==> src/rtl/alu_src_fetch_ctrl.sv <==
// Operand source-fetch sequencer: steps through up to three source-mux selects per instruction.
// Optional WAIT timeout is enabled by defining SRC_FETCH_TIMEOUT_EN.
module alu_src_fetch_ctrl (
    input  logic       i_clk,
    input  logic       i_rst,
    input  logic       i_issue_valid,
    input  logic [1:0] i_issue_num_src,
    input  logic [3:0] i_issue_sel0,
    input  logic [3:0] i_issue_sel1,
    input  logic [3:0] i_issue_sel2,
    input  logic       i_flush,
    input  logic       i_rf_rd_valid,
    output logic       o_issue_ready,
    output logic [3:0] o_source_mux_select,
    output logic       o_vgpr_rd_en,
    output logic       o_sgpr_rd_en,
    output logic [2:0] o_src_capture,
    output logic       o_fetch_done,
    output logic       o_sel_error,
`ifdef SRC_FETCH_TIMEOUT_EN
    output logic       o_fetch_timeout,
`endif
    output logic       o_busy
);

    typedef enum logic [1:0] {StIdle, StSel, StWait, StDone} state_e;

    state_e     r_state;
    logic [3:0] r_sel0, r_sel1, r_sel2;
    logic [1:0] r_last;
    logic [1:0] r_idx;
    logic       r_sel_error;

    logic [3:0] w_cur_sel;
    logic       w_illegal, w_is_vgpr, w_is_sgpr, w_is_rf;
    logic       w_in_sel, w_in_wait;
    logic       w_capture_en, w_issue_ready, w_last;

`ifdef SRC_FETCH_TIMEOUT_EN
    logic [3:0] r_tmo;
    logic       w_timeout;
`endif

    always_comb begin
        w_cur_sel = r_sel0;
        case (r_idx)
            2'd1:    w_cur_sel = r_sel1;
            2'd2:    w_cur_sel = r_sel2;
            default: w_cur_sel = r_sel0;
        endcase
    end

    assign w_illegal     = (w_cur_sel[3:2] == 2'b11);
    assign w_is_vgpr     = (w_cur_sel == 4'b0010);
    assign w_is_sgpr     = (w_cur_sel == 4'b0011);
    assign w_is_rf       = w_is_vgpr | w_is_sgpr;
    assign w_in_sel      = (r_state == StSel);
    assign w_in_wait     = (r_state == StWait);
    assign w_last        = (r_idx == r_last);
    assign w_issue_ready = (r_state == StIdle) && !i_flush;

    // Constant sources capture directly in SEL; register-file sources capture when data arrives.
    assign w_capture_en = !i_flush &&
                          ((w_in_sel && !w_illegal && !w_is_rf) || (w_in_wait && i_rf_rd_valid));

`ifdef SRC_FETCH_TIMEOUT_EN
    assign w_timeout       = w_in_wait && !i_flush && !i_rf_rd_valid && (r_tmo == 4'hf);
    assign o_fetch_timeout = w_timeout;
`endif

    always_ff @(posedge i_clk) begin
        if (i_rst) begin
            r_state     <= StIdle;
            r_sel0      <= 4'b0000;
            r_sel1      <= 4'b0000;
            r_sel2      <= 4'b0000;
            r_last      <= 2'd0;
            r_idx       <= 2'd0;
            r_sel_error <= 1'b0;
`ifdef SRC_FETCH_TIMEOUT_EN
            r_tmo       <= 4'd0;
`endif
        end else begin
            case (r_state)
                StIdle: begin
                    if (i_issue_valid && w_issue_ready) begin
                        r_sel0  <= i_issue_sel0;
                        r_sel1  <= i_issue_sel1;
                        r_sel2  <= i_issue_sel2;
                        // A count of zero is treated as a single source.
                        r_last  <= (i_issue_num_src == 2'd0) ? 2'd0 : i_issue_num_src - 2'd1;
                        r_idx   <= 2'd0;
                        r_state <= StSel;
                    end
                end
                StSel: begin
                    if (i_flush) begin
                        r_state <= StIdle;
                    end else if (w_is_rf) begin
                        r_state <= StWait;
`ifdef SRC_FETCH_TIMEOUT_EN
                        r_tmo   <= 4'd0;
`endif
                    end else begin
                        if (w_illegal) begin
                            r_sel_error <= 1'b1;
                        end
                        if (w_last) begin
                            r_state <= StDone;
                        end else begin
                            r_idx   <= r_idx + 2'd1;
                            r_state <= StSel;
                        end
                    end
                end
                StWait: begin
                    if (i_flush) begin
                        r_state <= StIdle;
                    end else if (i_rf_rd_valid) begin
                        if (w_last) begin
                            r_state <= StDone;
                        end else begin
                            r_idx   <= r_idx + 2'd1;
                            r_state <= StSel;
                        end
                    end
`ifdef SRC_FETCH_TIMEOUT_EN
                    else if (w_timeout) begin
                        r_state <= StIdle;
                    end else begin
                        r_tmo <= r_tmo + 4'd1;
                    end
`endif
                end
                StDone: begin
                    r_state <= StIdle;
                end
                default: begin
                    r_state <= StIdle;
                end
            endcase
        end
    end

    always_comb begin
        o_source_mux_select = 4'b0000;
        if ((w_in_sel && !w_illegal) || w_in_wait) begin
            o_source_mux_select = w_cur_sel;
        end
    end

    assign o_issue_ready = w_issue_ready;
    assign o_vgpr_rd_en  = w_in_sel && !i_flush && w_is_vgpr;
    assign o_sgpr_rd_en  = w_in_sel && !i_flush && w_is_sgpr;
    assign o_src_capture = w_capture_en ? (3'b001 << r_idx) : 3'b000;
    assign o_fetch_done  = (r_state == StDone) && !i_flush;
    assign o_sel_error   = r_sel_error;
    assign o_busy        = (r_state != StIdle);

endmodule

==> config.mk <==
export PLATFORM = sky130hd
export DESIGN_NAME = alu_src_fetch_ctrl
export DESIGN_NICKNAME = d
export VERILOG_FILES = /design/src/rtl/alu_src_fetch_ctrl.sv
export SDC_FILE = /design/constraint.sdc
export NUM_CORES = 1
export LEC_CHECK = 0
export ABC_CLOCK_PERIOD_IN_PS = 2100
export BUFFER_PORTS_ARGS = -buffer_cell sky130_fd_sc_hd__buf_4
export CAP_MARGIN = 10
export CELL_PAD_IN_SITES_DETAIL_PLACEMENT = 0
export CELL_PAD_IN_SITES_GLOBAL_PLACEMENT = 1
export CORE_ASPECT_RATIO = 0.8
export CORE_MARGIN = 2
export CORE_UTILIZATION = 35
export CTS_BUF_LIST = sky130_fd_sc_hd__clkbuf_16
export DETAILED_ROUTE_END_ITERATION = 8
export GPL_TIMING_DRIVEN = 0
export PLACE_DENSITY_LB_ADDON = 0.1
export RECOVER_POWER = 25
export SYNTH_ARGS = -nofsm -noshare
export SYNTH_HDL_FRONTEND = slang
export SYNTH_SLANG_ARGS = --single-unit
==> constraint.sdc <==
create_clock -name i_clk -period 2.1 [get_ports i_clk]
set_input_delay 0.105 -clock i_clk [delete_from_list [all_inputs] [get_ports i_clk]]
set_output_delay 0.105 -clock i_clk [all_outputs]
set_load 0.005 [all_outputs]
# Word level (Yosys, flattened, before mapping)
# Cells that the tools add are included.
[classes]
muxes = 18
add_sub_neg = 2
eq_ne = 15
shifts = 1
n_reduce_logical = 23
n_bitwise = 3
[ops]
columns = ["operator", "count"]
rows = [
  ["$mux W2", 13],
  ["$logic_and A1 B1 Y1", 10],
  ["$eq A2 B2 Y1 const B", 4],
  ["$eq A4 B2 Y1 const B", 2],
  ["$ne A2 B2 Y1 const B", 4],
  ["$pmux W2 S4", 1],
  ["$pmux W4 S2", 1],
  ["$pmux W2 S3", 1],
  ["$reduce_and A6 Y1", 1],
  ["$eq A2 B1 Y1 const B", 2],
  ["$logic_not A2 Y1", 2],
  ["$mux W4", 1],
  ["$reduce_and A2 Y1", 2],
  ["$reduce_and A4 Y1", 1],
  ["$logic_not A1 Y1", 3],
  ["$mux W3", 1],
  ["$ne A3 B3 Y1 const B", 1],
  ["$reduce_bool A3 Y1", 1],
  ["$shl A1 B2 Y3 const A", 1],
  ["$add A2 B1 Y2 const B", 1],
  ["$eq A2 B2 Y1", 1],
  ["$logic_or A1 B1 Y1", 2],
  ["$ne A2 B1 Y1 const B", 1],
  ["$not A1 Y1", 2],
  ["other kinds (3)", 3],
]
[totals]
input_bits = 19
regBits = 19
wordCells = 69
out_inout_bits = 13

# Logic depth before layout (Yosys ltp)
# Gate-level depths: netlist of run 1.
[logic_depth]
word_depth = 9
ltp_mapped = 8
ltp_nobuf = 7

# Worst setup path after synthesis of run 1
# No wires, ideal clock.
[synth_path]
kind = "register to output"
start = "register r_idx[0]"
end = "output o_src_capture[0]"
path_slack_ns = 0.263
stages_incl_launch_ff = 8
n_path_buf = 1
arrival_ns = 1.732
path_cell_list = "dfxtp_1 inv_1 ha_1 buf_4 mux2i_2 or2_2 a32o_1 and2_1"
[synth_via]
elab_chain_cells = 9
[synth_rtl]
columns = ["item", "line", "source"]
rows = [
  ["from (decl)", "31", "logic [1:0] r_idx;"],
  ["from (signal assigned)", "111", "r_idx <= r_idx + 2'd1;"],
  ["from (signal assigned)", "123", "r_idx <= r_idx + 2'd1;"],
  ["$eq A2 B2 Y1 or $eq A2 B1 Y1 (tied branches)", "46", "case (r_idx)"],
  ["$pmux W4 S2", "46", ""],
  ["$eq A4 B2 Y1 (tied with other cells)", "54", "assign w_is_vgpr = (w_cur_sel == 4'b0010);"],
  ["$or A1 B1 Y1 or $logic_not A1 Y1 (tied branches)", "56, 64", ""],
  ["$logic_not A1 Y1 or $logic_and A1 B1 Y1 (tied branches)", "64", "((w_in_sel && !w_illegal && !w_is_rf) || (w_in_wait && i_rf_rd_valid));"],
  ["$logic_and A1 B1 Y1", "64", ""],
  ["$logic_or A1 B1 Y1", "64", ""],
  ["$logic_and A1 B1 Y1", "63", "assign w_capture_en = !i_flush &&"],
  ["$mux W3 *", "155", "assign o_src_capture = w_capture_en ? (3'b001 << r_idx) : 3'b000;"],
  ["to (decl)", "17", "output logic [2:0] o_src_capture,"],
]
# Mark *: on every way between the ends. The rest lies on a longest branch, timed or not.

# Worst setup path after layout of run 1
[layout_path]
start = "register r_idx[1]"
end = "register r_state[0]"
[layout_via]
elab_chain_cells = 7
[layout_rtl]
columns = ["item", "line", "source"]
rows = [
  ["$eq A2 B2 Y1 or $eq A2 B1 Y1 (tied branches)", "46", ""],
  ["$pmux W4 S2 *", "46", ""],
  ["$eq A4 B2 Y1, on equally long branches", "54, 55", ""],
  ["$or A1 B1 Y1 *", "56", "assign w_is_rf = w_is_vgpr | w_is_sgpr;"],
  ["$mux W2 *", "99", "end else if (w_is_rf) begin"],
  ["$mux W2 *", "97", "if (i_flush) begin"],
  ["$pmux W2 S4 *", "84", "case (r_state)"],
  ["to (signal assigned)", "93", "r_state <= StSel;"],
  ["to (signal assigned)", "98", "r_state <= StIdle;"],
  ["to (signal assigned)", "100", "r_state <= StWait;"],
  ["to (decl)", "28", "state_e r_state;"],
]
# Marks and branches as above.
# A chain may end at the register's enable or synchronous reset.

==> results of run 1 <==
registers in the layout (all words and copies together) (netlist names):
signal / cells
r_sel0: 4
r_sel1: 4
r_last: 2
r_idx: 2
o_sel_error: 1
r_sel2: 4
r_state: 2
layout make-up:
cell class              count  area (um^2)
repair buffers             44          349
well taps                  40         50.0
multi-input cells         110          731
flip-flops and latches     19          388
fillers                   308         1370
clock buffers               3         75.1
clock inverters             1         3.75
inverters                  10         45.0
plain buffers               6         25.0
what timing repair did:
action | 4_1_cts | 5_1_grt
gates resized for setup | 24 | 9
buffers inserted | 10 | 4
endpoints found under the setup margin | 9 | 10
pin swaps | 8 | 6
endpoints found under the hold margin | 0 | 0
critical path: cells and delay by family (launching register included):
| family | cells | cell delay, ns |
|---|---|---|
| AOI/OAI and AO/OA | 3 | 0.65 |
| buffers and inverters | 4 | 0.51 |
| DFF | 1 | 0.35 |
| muxes | 1 | 0.20 |
| adders and majority gates | 1 | 0.17 |
| and+or+nand+nor | 1 | 0.11 |
through the flow:
| stage | worst slack, ns | cell area (um^2) | total power, uW | TNS [ns] | hold slack (ns) |
|---|---|---|---|---|---|
| final | -0.0467 | 1670 | 955 | -0.160 | 0.100 |
| after global routing | -0.0578 | 1670 | 998 | -0.237 | 0.109 |
| after CTS | -0.0313 | 1620 | 957 | -0.0517 | 0.101 |
| after detailed placement | -0.0898 | 1370 | 545 | -0.257 | 0.365 |
| after global placement | -0.0910 | 1370 | 542 | -0.269 | 0.357 |
| after floorplan | 0.263 | 1090 | 482 | 0 | 0.241 |
layer usage:
layer | track usage | wire (um)
met1 | 0.219 | 1470
met5 | 0 | 0
met4 | 0.0374 | 8
met3 | 0.0523 | 160
met2 | 0.318 | 1510
worst paths after layout:
kind	startpoint	end	slack (ns)	depth (start not counted)
min reg2reg	r_sel1[3]	r_sel1[3]	0.46	2
max	r_idx[1]	r_state[0]	-0.05	10
min	i_issue_sel1[0]	r_sel1[0]	0.10	3
max reg2reg	r_idx[1]	r_state[0]	-0.05	10
kinds of logic (layout without fill, tap and decap cells):
kind of cell / after synthesis / count (layout) / synth area share
AND/OR/NAND/NOR: 60 / 60 / 0.245
AO/OA/AOI/OAI: 39 / 39 / 0.221
flip-flops: 19 / 19 / 0.348
buffers and inverters: 17 / 64 / 0.0641
adder cells (fa/ha/maj): 7 / 7 / 0.0802
XOR/XNOR: 2 / 2 / 0.0160
multiplexers: 2 / 2 / 0.0252
power groups by stage:
stage          clock network [uW]  registers (uW)  logic, uW
6_report                      385             387        183
4_1_cts                       394             387        177
3_5_place_dp                    0             394        150
5_1_grt                       408             389        201
2_1_floorplan                   0             392       89.9
3_3_place_gp                    0             394        148
cells in the mapped netlist (3+ instances only):
cell type and instances:
a21oi_1 20, and2_1 3, clkbuf_1 4, dfxtp_1 19
ha_1 7, inv_1 10, nand2_1 30, nand3_1 4
nor2_1 12, nor2b_1 4, o21ai_0 4
cell usage in the layout, fill, tap and decap left out, types with 3 or more instances in the layout:
cell type  count
ha_1           4
nor2b_1        4
clkbuf_4       4
a21oi_1       18
nand2_1       30
and2_4         3
dfxtp_1       17
buf_6          5
inv_1          9
buf_4         35
ha_4           3
clkbuf_1       4
clkbuf_16      3
nand3_1        3
o21ai_0        4
nor2_1        12
==> impl_metrics.csv, run 1 <==
group,metric,value,unit
synth,synth_seq_cells,19,
die,fp.dieH,54.0,um
die,die-area,3590,um^2
critical_path,required,2.20,ns
status,outcome,"complete, but fails checks",
synth,syn_area,1090,um^2
cells_and_area,drive_gt1_frac,0.347,
global_route,grt_max_degree,11,
place,portBuffers,30,
critical_path,cp_max_fo,5,
job,drv_cap,0,
sta,setup_viol,4,
global_route,overflow,0,
pwr,ir_drop,0.000516,V
die,start_util,0.359,
sta,maxSlewHeadroom,0.671,
sta,rsz0062_at_grt,"yes",
critical_path,crit_type,"flip-flop to flip-flop",
drt,drt_pass1_iterations,4,
drt,ant_nets,0,
synth,ys_warn_count,0,
clock_network,clockBufferDepth,2,
synth,yosysSeqAreaShare,0.348,
critical_path,start_kind,"flip-flop",
pwr,power_frac_clock,0.403,
sta,skew,0.00308,ns
clock_network,holdBufCountCts,0,
synth,ys_types,31,
die,coreArea,3040,um^2
pwr,power_frac_comb,0.192,
die,die_x,66.5,um
sta,post-route-min-period,2.15,ns
critical_path,cp_data_arrival_time,2.25,ns
critical_path,path_cells,"buf_6, ha_4, a22o_4, mux2i_4, nand3_2, buf_4, buf_4, buf_4, a211oi_1, a2111oi_1",
die,row_count,18,
synth,syn_avg_cell_area,7.48,um^2
place,dp_cells,216,
clock_network,clkLatencyLatePin,0.25,ns
clock_network,cts_sinks,19,
synth,ys_top_cells_by_area,"dfxtp_1, nand2_1, a21oi_1, ha_1, nor2_1",
pwr,power_density,573,nW/um^2
sta,final.period_utilization,1.02,
global_route,grtUsageTotal,0.180,
drt,num_vias,1160,
critical_path,cpMostUsedCell,"buf_4",
drt,viasPerCell,4.98,
sta,layout_setup_ws,-0.0467,ns
cells_and_area,layout.nets,220,
cells_and_area,fin_cells,233,
sta,slew_viol_final,0,
place,gp_congestion,0.808,
clock_network,clockRootBuffer,"clkbuf_16",
drt,wl_per_cell,13.5,um
synth,yosysTopAreaCellShare,0.348,
synth,yosys_most_used_dff,"dfxtp_1",
pwr,p_sw_frac,0.250,
clock_network,path_clk_slew,0.05,ns
synth,synth_top_area_cell,"dfxtp_1",
cells_and_area,antenna_cells,0,
synth,synth_cells,146,
sta,finalHoldViolations,0,
global_route,antenna_found_initial,0,
global_route,grt_pass1_vias,1100,
global_route,grt_pass1_wl,4.85,mm
die,ios,32,
pwr,p_leak,0.000695,uW
critical_path,critical-path-max-stage-delay,0.35,ns
pwr,p_sw,239,uW
clock_network,cts_tree,"built",
drt,drc,0,
clock_network,cts.htree.levels,1,
synth,synth_edf_count,0,
place,dpl.hpwl,2.19,mm
sta,timing.fmax,466,MHz
synth,async_flop_share,0,
drt,wl,3.14,mm
min_path,hold_class,"input port to flip-flop",
synth,syn_nets,172,
drt,drt-initial-drc-count,32,
clock_network,numCtsBuffers,3,
pwr,p_int,717,uW
pwr,seqPwrFrac,0.405,
sta,tightest_slew,0.494,ns
cells_and_area,final_util,0.548,
cells_and_area,area_growth,52.6,%
status,failed_checks,"negative setup slack",
critical_path,cpMaxStageDelayCell,"dfxtp_4",
critical_path,worst_setup_path_end_kind,"flip-flop",
No activity file was read; power rests on OpenSTA's default activity.
==> run 2, diff against run 1 <==
--- a/config.mk
+++ b/config.mk
@@ -18,6 +18,7 @@
 export GPL_TIMING_DRIVEN = 0
 export PLACE_DENSITY_LB_ADDON = 0.1
 export RECOVER_POWER = 25
+export SKIP_LAST_GASP = 1
 export SYNTH_ARGS = -nofsm -noshare
 export SYNTH_HDL_FRONTEND = slang
 export SYNTH_SLANG_ARGS = --single-unit
==> run 2 against run 1 <==
Against the previous run:
- the flow still finishes with violations (negative setup slack)
- sequential power is essentially flat
- total power is essentially flat
- clock power is essentially flat
- highest routed layer unchanged
- via count is the same
- worst hold slack is essentially flat
- largest cell class unchanged
==> impl_metrics.csv, run 2 (synthesis results as in run 1) <==
group,metric,value,unit
status,outcome,"complete, but fails checks",
status,failed_checks,"negative setup slack",
cells_and_area,final_util,0.548,
drt,wl_per_cell,13.5,um
critical_path,r2r-start,"r_idx[1]",
critical_path,crit_type,"flip-flop to primary output",
min_path,hold_start,"i_issue_sel1[0]",
pwr,power_density,573,nW/um^2
sta,post-route-min-period,2.16,ns
cells_and_area,layout.nets,220,
critical_path,path_cells,"buf_6, ha_4, a22o_4, mux2i_4, nand3_2, a32o_2, and2_4, buf_6",
critical_path,critical-path-max-stage-delay,0.35,ns
sta,layout_setup_ws,-0.0556,ns
die,coreArea,3040,um^2
min_path,min_path_cells,3,
drt,num_vias,1160,
critical_path,cp_max_fo,5,
drt,drt_pass1_iterations,4,
clock_network,clkLatencyLatePin,0.25,ns
cells_and_area,finalInstanceArea,1670,um^2
clock_network,cts.htree.levels,1,
sta,finalHoldViolations,0,
die,start_util,0.359,
sta,whs,0.100,ns
cells_and_area,largestRegisters,"r_sel0 (4), r_sel1 (4), r_sel2 (4)",
clock_network,holdBufCountCts,0,
critical_path,critPathBufInv,2,
global_route,antenna_found_initial,0,
cells_and_area,nFillCells,308,
pwr,p_leak,0.000695,uW
critical_path,path_delay_family,"compound AO/OA/AOI/OAI gates",
critical_path,r2r_cells,10,
global_route,grt_pass1_vias,1100,
pwr,p_total,955,uW
sta,rsz0062_at_grt,"yes",
drt,ant_nets,0,
sta,final.period_utilization,1.03,
sta,slew_viol_final,0,
place,gp_congestion,0.808,
place,dpl.hpwl,2.19,mm
cells_and_area,drive_gt1_frac,0.347,
min_path,hold_class,"input port to flip-flop",
sta,fin_tns_setup,-0.179,ns
sta,tightest_slew,0.494,ns
cells_and_area,area_growth,52.6,%
drt,wl,3.14,mm
clock_network,numCtsBuffers,3,
global_route,grtUsageTotal,0.180,
drt,viasPerCell,4.98,
pwr,ir_drop,0.000516,V
clock_network,cts_tree,"built",
sta,maxSlewHeadroom,0.671,
critical_path,required,2.00,ns
die,fp.dieH,54.0,um
place,portBuffers,30,
critical_path,cp_data_arrival_time,2.05,ns
die,die_x,66.5,um
sta,setup_viol,4,
sta,timing.fmax,464,MHz
critical_path,worst_setup_path_end_kind,"primary output",
cells_and_area,final_common_cell,"buf_4",
clock_network,clockRootBuffer,"clkbuf_16",
drt,drt-initial-drc-count,32,
critical_path,start_kind,"flip-flop",
cells_and_area,final_cell_mix,"buf_4, nand2_1, a21oi_1",
critical_path,r2r_setup_slack,-0.05,ns
critical_path,cpMaxStageDelayCell,"dfxtp_4",
die,die-area,3590,um^2
global_route,grt_pass1_wl,4.85,mm
clock_network,path_clk_slew,0.05,ns
job,drv_cap,0,
global_route,overflow,0,
place,post_dp_cell_area,1370,um^2
clock_network,clockBufferDepth,2,
die,row_count,18,
cells_and_area,antenna_cells,0,
critical_path,cpMostUsedCell,"buf_6",
critical_path,r2r-end,"r_state[0]",
global_route,grt_max_degree,11,
sta,skew,0.00308,ns
clock_network,cts_sinks,19,
die,ios,32,
drt,drc,0,
min_path,holdPathEnd,"r_sel1[0]",
## run 2: cell counts in the layout (fill, tap and decap cells not counted)
No cell type changed its count.
## run 2: per-layer routing
metal  GRT usage  vias to the layer above  routed length [um]
met2       0.318                       25                1510
met4      0.0374                        0                   8
met3      0.0523                        2                 160
met5           0                        -                   0
met1       0.219                      539                1460
li1            -                      594                   -
## run 2: power by group
group,internal (uW),switching [uW],total (uW)
logic,88.8,94.2,183
clock network,253,132,385
registers,375,12.5,387
## run 2: how the worst max path moves through the flow
stage | from | endpoint | slack, ns | cells past startpoint
floorplan | r_idx[0] | o_src_capture[0] | 0.26 | 7
global placement | r_idx[0] | o_src_capture[1] | -0.09 | 8
detailed placement | r_idx[0] | o_src_capture[2] | -0.09 | 8
CTS | r_idx[1] | o_src_capture[0] | -0.03 | 8
global route | r_idx[1] | o_src_capture[0] | -0.07 | 8
finish | r_idx[1] | o_src_capture[0] | -0.06 | 8
## run 2: cell type report
type / instances / area, um^2 / share of cell area
tap: 40 / 50.0 / 0.0300
clock inverter: 1 / 3.75 / 0.00225
multi-input combinational: 110 / 731 / 0.438
buffer: 6 / 25.0 / 0.0150
inverter: 10 / 45.0 / 0.0270
timing repair buffer: 44 / 349 / 0.209
sequential: 19 / 388 / 0.233
clock buffer: 3 / 75.1 / 0.0450
## run 2: timing repair
action | 4_1_cts | 5_1_grt
resized for setup | 23 | 10
pin swaps | 8 | 7
endpoints found under the setup margin | 9 | 10
buffers inserted | 10 | 4
## run 2: worst reg2reg max path, stage by stage (launching register included)
cell,delay (ns)
dfxtp_4,0.35
buf_6,0.12
ha_4,0.17
a22o_4,0.27
mux2i_4,0.20
nand3_2,0.11
buf_4,0.15
buf_4,0.12
buf_4,0.12
a211oi_1,0.28
a2111oi_1,0.10
## run 2: metrics by stage
step	instances	setup WS, ns
after detailed placement	216	-0.0898
after CTS	230	-0.0313
after global routing	233	-0.0740
final	233	-0.0556
after floorplan	146	0.263
after global placement	216	-0.0910
==> run 3, diff against run 2 <==
--- a/config.mk
+++ b/config.mk
@@ -5,7 +5,7 @@
 export SDC_FILE = /design/constraint.sdc
 export NUM_CORES = 1
 export LEC_CHECK = 0
-export ABC_CLOCK_PERIOD_IN_PS = 2100
+export ABC_CLOCK_PERIOD_IN_PS = 2000
 export BUFFER_PORTS_ARGS = -buffer_cell sky130_fd_sc_hd__buf_4
 export CAP_MARGIN = 10
 export CELL_PAD_IN_SITES_DETAIL_PLACEMENT = 0
==> constraint.sdc (replaced) <==
create_clock -name i_clk -period 2 [get_ports i_clk]
set_input_delay 0.1 -clock i_clk [delete_from_list [all_inputs] [get_ports i_clk]]
set_output_delay 0.1 -clock i_clk [all_outputs]
set_load 0.005 [all_outputs]
==> run 3 against run 2 <==
Against the previous run:
- the run still ends with negative setup slack left
- final cell count rose by 0.86%
- worst hold slack got worse by 0.0058 ns
- utilization rose by 1.3 points
- flip-flop and latch count did not move
- first-iteration DRC count rose by 9.4%
- clock power rose by 5%
- critical path depth did not move
- final area rose by 2.3%
- register-to-register slack improved by 0.03 ns
- sequential power rose by 5.2%
- critical endpoint unchanged
- largest power group unchanged
==> impl_metrics.csv, run 3 (synthesis results as in run 1) <==
group,metric,value,unit
status,outcome,"complete, but fails checks",
status,failed_checks,"negative setup slack",
global_route,antenna_found_initial,0,
die,die-area,3590,um^2
cells_and_area,fin_cells,235,
drt,viasPerCell,4.95,
drt,ant_nets,0,
critical_path,cpMaxStageDelayCell,"dfxtp_4",
pwr,ir_drop,0.000542,V
place,gp_congestion,0.808,
critical_path,cp_max_fo,5,
critical_path,r2r-end,"r_state[0]",
place,post_dp_cell_area,1370,um^2
sta,final.period_utilization,1.07,
critical_path,critical-path-max-stage-delay,0.35,ns
clock_network,clockRootBuffer,"clkbuf_16",
global_route,grt_max_degree,11,
clock_network,holdBufCountCts,0,
global_route,grtUsageTotal,0.179,
die,coreArea,3040,um^2
critical_path,worst_setup_path_end_kind,"primary output",
sta,setup_viol,6,
cells_and_area,finalInstanceArea,1710,um^2
critical_path,r2r-start,"r_idx[1]",
critical_path,crit_path_end,"o_src_capture[0]",
cells_and_area,drive_gt1_frac,0.369,
job,drv_cap,0,
cells_and_area,largestRegisters,"r_sel0 (4), r_sel1 (4), r_sel2 (4)",
sta,maxSlewHeadroom,0.677,
cells_and_area,final_common_cell,"buf_4",
critical_path,r2r_cells,10,
cells_and_area,layout.nets,222,
cells_and_area,nFillCells,304,
clock_network,clockBufferDepth,2,
sta,skew,0.00458,ns
clock_network,clkLatencyLatePin,0.25,ns
pwr,p_leak,0.000709,uW
critical_path,setup.worst_path.start,"r_idx[1]",
sta,rsz0062_at_grt,"yes",
critical_path,path_cells,"buf_6, ha_4, a22o_4, mux2i_4, nand3_2, a32o_2, and2_4, buf_6",
place,portBuffers,30,
clock_network,cts.htree.levels,1,
drt,wl_per_cell,13.1,um
die,ios,32,
critical_path,required,1.90,ns
sta,timing.fmax,469,MHz
min_path,hold_start,"i_issue_sel0[0]",
die,die_x,66.5,um
sta,layout_setup_ws,-0.134,ns
die,fp.dieH,54.0,um
critical_path,start_kind,"flip-flop",
die,row_count,18,
drt,drt_pass1_iterations,4,
drt,wl,3.08,mm
cells_and_area,final_cell_mix,"buf_4, nand2_1, a21oi_1",
clock_network,cts_tree,"built",
sta,tightest_slew,0.485,ns
clock_network,numCtsBuffers,3,
clock_network,cts_sinks,19,
die,start_util,0.359,
pwr,power_density,594,nW/um^2
place,dpl.hpwl,2.19,mm
min_path,hold_class,"input port to flip-flop",
critical_path,path_delay_family,"compound AO/OA/AOI/OAI gates",
cells_and_area,antenna_cells,0,
drt,drc,0,
global_route,grt_pass1_vias,1089,
global_route,overflow,0,
drt,num_vias,1163,
critical_path,r2r_setup_slack,-0.02,ns
critical_path,crit_type,"flip-flop to primary output",
drt,drt-initial-drc-count,35,
sta,post-route-min-period,2.13,ns
clock_network,path_clk_slew,0.05,ns
critical_path,cpMostUsedCell,"buf_6",
place,dp_cells,216,
critical_path,path_depth,8,
sta,finalHoldViolations,0,
cells_and_area,area_growth,56.1,%
critical_path,critPathBufInv,2,
sta,slew_viol_final,0,
sta,whs,0.0943,ns
global_route,grt_pass1_wl,4.84,mm
critical_path,cp_data_arrival_time,2.03,ns
[run 3: power breakdown]
part           internal [uW]  switching [uW]  total [uW]
clock network            266             138         404
registers                394            13.0         407
logic                   99.5             102         202
[run 3: area by class of cell]
| type | instances | area, um^2 | area share |
|---|---|---|---|
| flip-flops and latches | 19 | 388 | 0.227 |
| inverters | 10 | 45.0 | 0.0264 |
| well taps | 40 | 50.0 | 0.0293 |
| clock inverters | 1 | 3.75 | 0.00220 |
| clock buffers | 3 | 75.1 | 0.0440 |
| multi-input cells | 110 | 751 | 0.440 |
| repair buffers | 46 | 368 | 0.216 |
| plain buffers | 6 | 25.0 | 0.0147 |
[run 3: how the worst min path moves through the flow]
stage / endpoint / slack [ns] / cells past startpoint
finish: r_sel0[0] / 0.09 / 3
floorplan: r_sel0[0] / 0.24 / 2
global route: r_sel0[3] / 0.10 / 3
detailed placement: r_sel0[1] / 0.36 / 3
global placement: r_sel2[1] / 0.35 / 3
CTS: r_sel1[0] / 0.1 / 3
[run 3: worst reg2reg max path, delay by kind of cell, from the launching register on]
| family | cells | cell delay [ns] |
|---|---|---|
| AO/OA/AOI/OAI | 3 | 0.54 |
| adder cells (fa/ha/maj) | 1 | 0.17 |
| AND/OR/NAND/NOR | 1 | 0.11 |
| buffers and inverters | 4 | 0.51 |
| multiplexers | 1 | 0.19 |
| flip-flops | 1 | 0.35 |
[run 3: stage by stage]
stage / setup TNS, ns / worst slack, ns / power, uW / util
floorplan: 0 / 0.168 / 506 / -
global placement: -0.746 / -0.186 / 569 / 0.450
detailed placement: -0.787 / -0.185 / 572 / 0.450
CTS: -0.688 / -0.124 / 1010 / 0.537
global route: -0.939 / -0.161 / 1060 / 0.561
finish: -0.466 / -0.134 / 1010 / 0.561
[run 3: timing repair]
action | in CTS | in global routing
setup buffers | 11 | 5
endpoints found under the setup margin | 11 | 12
resized for setup | 24 | 14
pin swaps | 10 | 10
[run 3: routing by layer]
| metal | up-vias | GRT usage | part of all wire |
|---|---|---|---|
| met5 | - | 0 | 0 |
| met4 | 0 | 0.0374 | 0.0062 |
| met3 | 4 | 0.0523 | 0.054 |
| met2 | 25 | 0.312 | 0.48 |
| met1 | 538 | 0.223 | 0.46 |
| li1 | 596 | - | - |
